===== src/rtl/pipe_ctrl.sv =====
// Beta pipeline sequencing controller: PC mux / PC enable / IR source selects with redirect annulment.
// Optional event counters are built when PIPE_CTRL_PERF_EN is defined; otherwise perf_* read 0.
//
// state   | meaning
// ST_RST  | first cycle after reset release, vector to reset address
// ST_RUN  | normal sequencing: flush, stall, illop, branch, irq, advance
module pipe_ctrl #(
  parameter int unsigned FETCH_LAT = 1
) (
  input  logic        clk,
  input  logic        rst,
  input  logic        stall_dec,
  input  logic        op_jmp,
  input  logic        op_beq,
  input  logic        op_bne,
  input  logic        zr,
  input  logic        illop_dec,
  input  logic        sup_dec,
  input  logic        irq,
  output logic [2:0]  pc_sel,
  output logic        pc_en,
  output logic [1:0]  ir_src_if,
  output logic [1:0]  ir_src_dec,
  output logic        irq_ack,
  output logic [31:0] perf_stall,
  output logic [31:0] perf_redirect,
  output logic [31:0] perf_irq
);

  localparam logic [2:0] PC_SEL_PC4   = 3'd0;
  localparam logic [2:0] PC_SEL_BR    = 3'd1;
  localparam logic [2:0] PC_SEL_JMP   = 3'd2;
  localparam logic [2:0] PC_SEL_ILLOP = 3'd3;
  localparam logic [2:0] PC_SEL_IRQ   = 3'd4;
  localparam logic [2:0] PC_SEL_RESET = 3'd5;

  localparam logic [1:0] IR_SRC_DATA   = 2'd0;
  localparam logic [1:0] IR_SRC_NOP    = 2'd1;
  localparam logic [1:0] IR_SRC_EXCEPT = 2'd2;

  localparam logic [2:0] FLUSH_FULL  = 3'(FETCH_LAT);
  localparam logic [2:0] FLUSH_REDIR = 3'(FETCH_LAT - 1);

  typedef enum logic {ST_RST, ST_RUN} state_t;

  state_t     st, st_nxt;
  logic [2:0] flush_cnt, flush_nxt;
  logic       irq_pend;
  logic       irq_take;
  logic       ev_stall;
  logic       ev_redir;
  logic       taken;

  assign taken = op_jmp | (op_beq & zr) | (op_bne & ~zr);

  always_ff @(posedge clk or posedge rst) begin
    if (rst) begin
      st        <= ST_RST;
      flush_cnt <= 3'd0;
      irq_pend  <= 1'b0;
    end else begin
      st        <= st_nxt;
      flush_cnt <= flush_nxt;
      if (irq)
        irq_pend <= 1'b1;
      else if (irq_take)
        irq_pend <= 1'b0;
    end
  end

  always_comb begin
    st_nxt     = st;
    flush_nxt  = flush_cnt;
    pc_sel     = PC_SEL_PC4;
    pc_en      = 1'b1;
    ir_src_if  = IR_SRC_DATA;
    ir_src_dec = IR_SRC_DATA;
    irq_ack    = 1'b0;
    irq_take   = 1'b0;
    ev_stall   = 1'b0;
    ev_redir   = 1'b0;
    if (rst) begin
      // Mealy outputs must reflect reset immediately, not at the next edge.
      pc_sel     = PC_SEL_RESET;
      pc_en      = 1'b0;
      ir_src_if  = IR_SRC_NOP;
      ir_src_dec = IR_SRC_NOP;
    end else begin
      case (st)
        ST_RST: begin
          pc_sel     = PC_SEL_RESET;
          ir_src_if  = IR_SRC_NOP;
          ir_src_dec = IR_SRC_NOP;
          st_nxt     = ST_RUN;
          flush_nxt  = FLUSH_FULL;
        end
        ST_RUN: begin
          if (flush_cnt != 3'd0) begin
            ir_src_if  = IR_SRC_NOP;
            ir_src_dec = IR_SRC_NOP;
            flush_nxt  = flush_cnt - 3'd1;
          end else if (stall_dec) begin
            pc_en    = 1'b0;
            ev_stall = 1'b1;
          end else if (illop_dec) begin
            pc_sel     = PC_SEL_ILLOP;
            ir_src_if  = IR_SRC_NOP;
            ir_src_dec = IR_SRC_EXCEPT;
            flush_nxt  = FLUSH_REDIR;
            ev_redir   = 1'b1;
          end else if (taken) begin
            pc_sel    = op_jmp ? PC_SEL_JMP : PC_SEL_BR;
            ir_src_if = IR_SRC_NOP;
            flush_nxt = FLUSH_REDIR;
            ev_redir  = 1'b1;
          end else if (irq_pend && !sup_dec && !(op_jmp || op_beq || op_bne)) begin
            pc_sel     = PC_SEL_IRQ;
            ir_src_if  = IR_SRC_NOP;
            ir_src_dec = IR_SRC_EXCEPT;
            irq_ack    = 1'b1;
            irq_take   = 1'b1;
            flush_nxt  = FLUSH_REDIR;
            ev_redir   = 1'b1;
          end
        end
        default: st_nxt = ST_RST;
      endcase
    end
  end

`ifdef PIPE_CTRL_PERF_EN
  always_ff @(posedge clk or posedge rst) begin
    if (rst) begin
      perf_stall    <= 32'd0;
      perf_redirect <= 32'd0;
      perf_irq      <= 32'd0;
    end else begin
      if (ev_stall) perf_stall    <= perf_stall + 32'd1;
      if (ev_redir) perf_redirect <= perf_redirect + 32'd1;
      if (irq_ack)  perf_irq      <= perf_irq + 32'd1;
    end
  end
`else
  logic perf_unused;
  assign perf_unused   = ev_stall ^ ev_redir;
  assign perf_stall    = 32'd0;
  assign perf_redirect = 32'd0;
  assign perf_irq      = 32'd0;
`endif

endmodule

===== config.mk =====
export PLATFORM = sky130hd
export DESIGN_NAME = pipe_ctrl
export DESIGN_NICKNAME = d
export VERILOG_FILES = /design/src/rtl/pipe_ctrl.sv
export SDC_FILE = /design/constraint.sdc
export NUM_CORES = 1
export LEC_CHECK = 0
export BUFFER_PORTS_ARGS = -buffer_cell sky130_fd_sc_hd__buf_2
export CORE_MARGIN = 2
export CORE_UTILIZATION = 32
export DETAILED_ROUTE_END_ITERATION = 12
export PLACE_DENSITY_LB_ADDON = 0.08
export SYNTH_ARGS = -nofsm -noshare
export SYNTH_HDL_FRONTEND = slang
export SYNTH_SLANG_ARGS = --single-unit
export TNS_END_PERCENT = 20

===== constraint.sdc =====
create_clock -name clk -period 1.3 [get_ports clk]
set_clock_uncertainty 0.15 [all_clocks]
set_input_delay 0.065 -clock clk [delete_from_list [all_inputs] [get_ports clk]]
set_output_delay 0.065 -clock clk [all_outputs]
set_load 0.005 [all_outputs]

==> results.md <==
- Final hold vios: 0
- Total global routing overflow: 0
- Sequential area share after synthesis: 11.57%
- CTS clock-pin slew for the worst setup and hold paths: 0.04 ns
- Critical Path RT: 1.09 ns
- Total die area: 3859 sq um
- Post-synth EDFFs: 0
- Cell with the biggest individual delay on the critical path: sky130_fd_sc_hd__dfrtp_2
- Worst endpoint data arrival time: 1.28 ns
- Total count of max-transition violations in the final report: 0
- Post-placement worst setup slack: -0.05318 ns
- First-pass GRT wire length: 1.932 mm
- TritonCTS clock tree: done
- Worst Setup Start Kind: flop
- Insertion delay to the later sink of the worst-skew pair: 0.24 ns
- Xor/xnor cell area share of the yosys netlist: 0%
- Worst-path cell chain: nor4_4, nand4_1, inv_1, buf_2
- Setup total negative slack: -1.371 ns
- Simple-Gate Fraction of Synth Area: 10.88%
- Worst stage delay on the critical path: 0.44 ns
- Average size of a mapped cell: 7.949 sq um
- Post-layout minimum cycle time: 1.498 ns
- Per-cell via count in the routed design: 2.981
- Die Y-Extent: 62.12 microns
- X dimension of the die: 62.12 microns
- Number of buffers added on ports: 17
- Share of synthesized flip-flops with an asynchronous set or reset: 100.0%
- Synthesis-stage register bit count: 5
- Leak: 0.5937 nW
- Number of vias after detailed routing: 629
- Violation count after the first detailed-routing iteration: 14
- Total number of yosys warnings: 0
- Final-report setup violation count: 10
- Worst reg-to-reg setup slack: -0.12 ns
- Clock root buffer: sky130_fd_sc_hd__clkbuf_4
- Combinational family with the most area after synthesis: buffers and inverters
- HPWL after detailed placement: 1.209 mm
- Global routing usage on met2: 9.103%
- Setup ws final: -0.1976 ns
- First-pass detailed-route iteration total: 4
- Hold path startpoint: sup_dec
- Area fraction in compound gates after synthesis: 7.755%
- Worst min-delay path class: in2reg
- Max Cap Viol: 0
- Most used standard cells in the synthesized netlist: 97 x sky130_fd_sc_hd__buf_4, 5 x sky130_fd_sc_hd__dfrtp_1, 4 x sky130_fd_sc_hd__nor2_1
- Number of levels the H-tree was split into: 1
- Met3 GRT Util: 4.529%
- Synthesized instance count: 136
- Placed instance area: 900.9 sq um
- Period utilisation layout: 115.2%
- PD cells: 524.0 nW/um^2
- Cell taking the most area after synthesis: sky130_fd_sc_hd__buf_4
- Hold slack final: 0.1729 ns
- Routability Congestion: 0.6153
- Average wire per cell in the routed design: 6.621 microns
- FILL cells: 377
- Number of nets in the layout: 176
- Top-count cell post-synth: sky130_fd_sc_hd__buf_4
- Reg-to-Reg Start: flush_cnt[0]
- Clk buf depth: 2
- Antenna Nets Post-Route: 0
- Critical path type: reg2out
- Placeable core region: 3284 sq um
- Destination of the worst hold path: irq_pend
- Most frequently used flop master after synthesis: sky130_fd_sc_hd__dfrtp_1
- Endpoint class of the critical path: primary output
- Area added between synthesis and finish: -10.30%
- Number of I/O pins: 115
- Cells taking the most area after synthesis: sky130_fd_sc_hd__buf_4 67%, sky130_fd_sc_hd__dfrtp_1 12%, sky130_fd_sc_hd__nor4b_4 2.2%
- Maximum clock frequency: 0.6677 GHz
- Worst-path fanout max: 3
- N_diodes: 0
- Number of antenna violations at the first check in global routing: 0
- Count of unique library cells instantiated by Yosys: 25
- Total clock sinks: 5
- Starting density of the core: 32.91%
- Largest net degree at the start of global routing: 8
- Placement Rows: 21
- CTS buffer count: 3
- Outcome: finished, violations left
- Proportion of layout cells with a drive suffix above 1: 21.21%
- Final instance area: 969.7 sq um
- Worst IR drop on VDD: 625.1 uV
- Post-synthesis instance area: 1081 sq um
- Routed WL: 1.397 mm
- Synth Area in Adders: 0%
- DRC viols: 0
- Share of the synthesized area in the top cell type: 67.36%
- Share of synthesized area spent on multiplexers: 1.042%
- Capture instance of the worst register-to-register path: irq_pend
- Setup repair after global routing missed its margin: true
- Instance count along the most critical hold path: 5
- Routing usage on met1: 7.641%
- GRT Total Usage: 6.138%
- Failing checks: negative setup slack
- Gr busiest metal: met2
- Vias in the first global route: 419
- Length in cells of the worst reg-to-reg path: 4
==> worst max-delay path by stage <==
stage	from	slack (ns)	endpoint	cells past startpoint
after floorplan	flush_cnt[0]	0.003	irq_pend	3
after global placement	flush_cnt[1]	-0.05	irq_pend	3
after detailed placement	flush_cnt[0]	-0.05	irq_pend	3
after CTS	flush_cnt[2]	-0.23	ir_src_if[0]	4
after global routing	flush_cnt[0]	-0.29	ir_src_if[0]	4
final	flush_cnt[0]	-0.20	irq_ack	4
==> per-stage QoR <==
stage / cells / util, % / total power (W)
global placement: 204 / 27.43 / 0.0003132
finish: 211 / 29.52 / 0.0005081
floorplan: 232 / - / 0.0004761
CTS: 211 / 29.22 / 0.0005084
detailed placement: 204 / 27.43 / 0.0003127
global route: 211 / 29.52 / 0.0005518
==> cells by family after synthesis <==
family          count (synthesis)
compound gates                 13
mux                             1
simple gates                   16
other cells                     1
flops                           5
buf+inv                       100
==> sequential cells by signal (all words and copies together), names as in the netlist <==
signal / count
st: 1
flush_cnt: 3
irq_pend: 1
==> worst max-delay path: cells and delay by family (launching register included) <==
family,cells,cell delay [ns]
flops,1,0.44
simple gates,2,0.42
buf+inv,2,0.19
==> layout by cell type (no fill, tap or decap), types with 3 or more instances in the layout <==
cell type and count:
sky130_fd_sc_hd__dfrtp_2 3, sky130_fd_sc_hd__conb_1 97, sky130_fd_sc_hd__nor2_1 4, sky130_fd_sc_hd__nand2_1 3, sky130_fd_sc_hd__buf_2 17, sky130_fd_sc_hd__clkbuf_4 3, sky130_fd_sc_hd__inv_1 3, sky130_fd_sc_hd__buf_4 7
==> final cells by class <==
| type | instances | area (sq um) | area share, % |
|---|---|---|---|
| Multi-Input combinational cell | 127 | 588.1 | 60.65 |
| Timing Repair Buffer | 26 | 157.7 | 16.26 |
| Sequential cell | 5 | 128.9 | 13.29 |
| Tap cell | 46 | 57.56 | 5.935 |
| Clock buffer | 4 | 26.28 | 2.710 |
| Inverter | 3 | 11.26 | 1.161 |
==> metal layers <==
metal | wire [microns] | share of wire, %
met4 | 0 | 0
met3 | 247 | 18
met5 | 0 | 0
met1 | 510 | 37
met2 | 639 | 46
==> report_power, final <==
part / total (W) / switching, W / internal (W) / leakage, nW
clock network: 0.000182 / 0.0000655 / 0.000116 / 0.0150
registers: 0.000163 / 0.00000402 / 0.000159 / 0.0534
logic: 0.000164 / 0.000113 / 0.0000504 / 0.525
total: 0.000508 / 0.000183 / 0.000325 / 0.594
==> repair_timing <==
item                                   4_1_cts  5_1_grt
gates resized for setup                      2        4
hold buffers                                 2        0
endpoints found under the hold margin        8        0
pin swaps                                    8        3
setup buffers                                1        0
setup endpoints to repair                   10       10
Power figures use the tool's default switching activity.
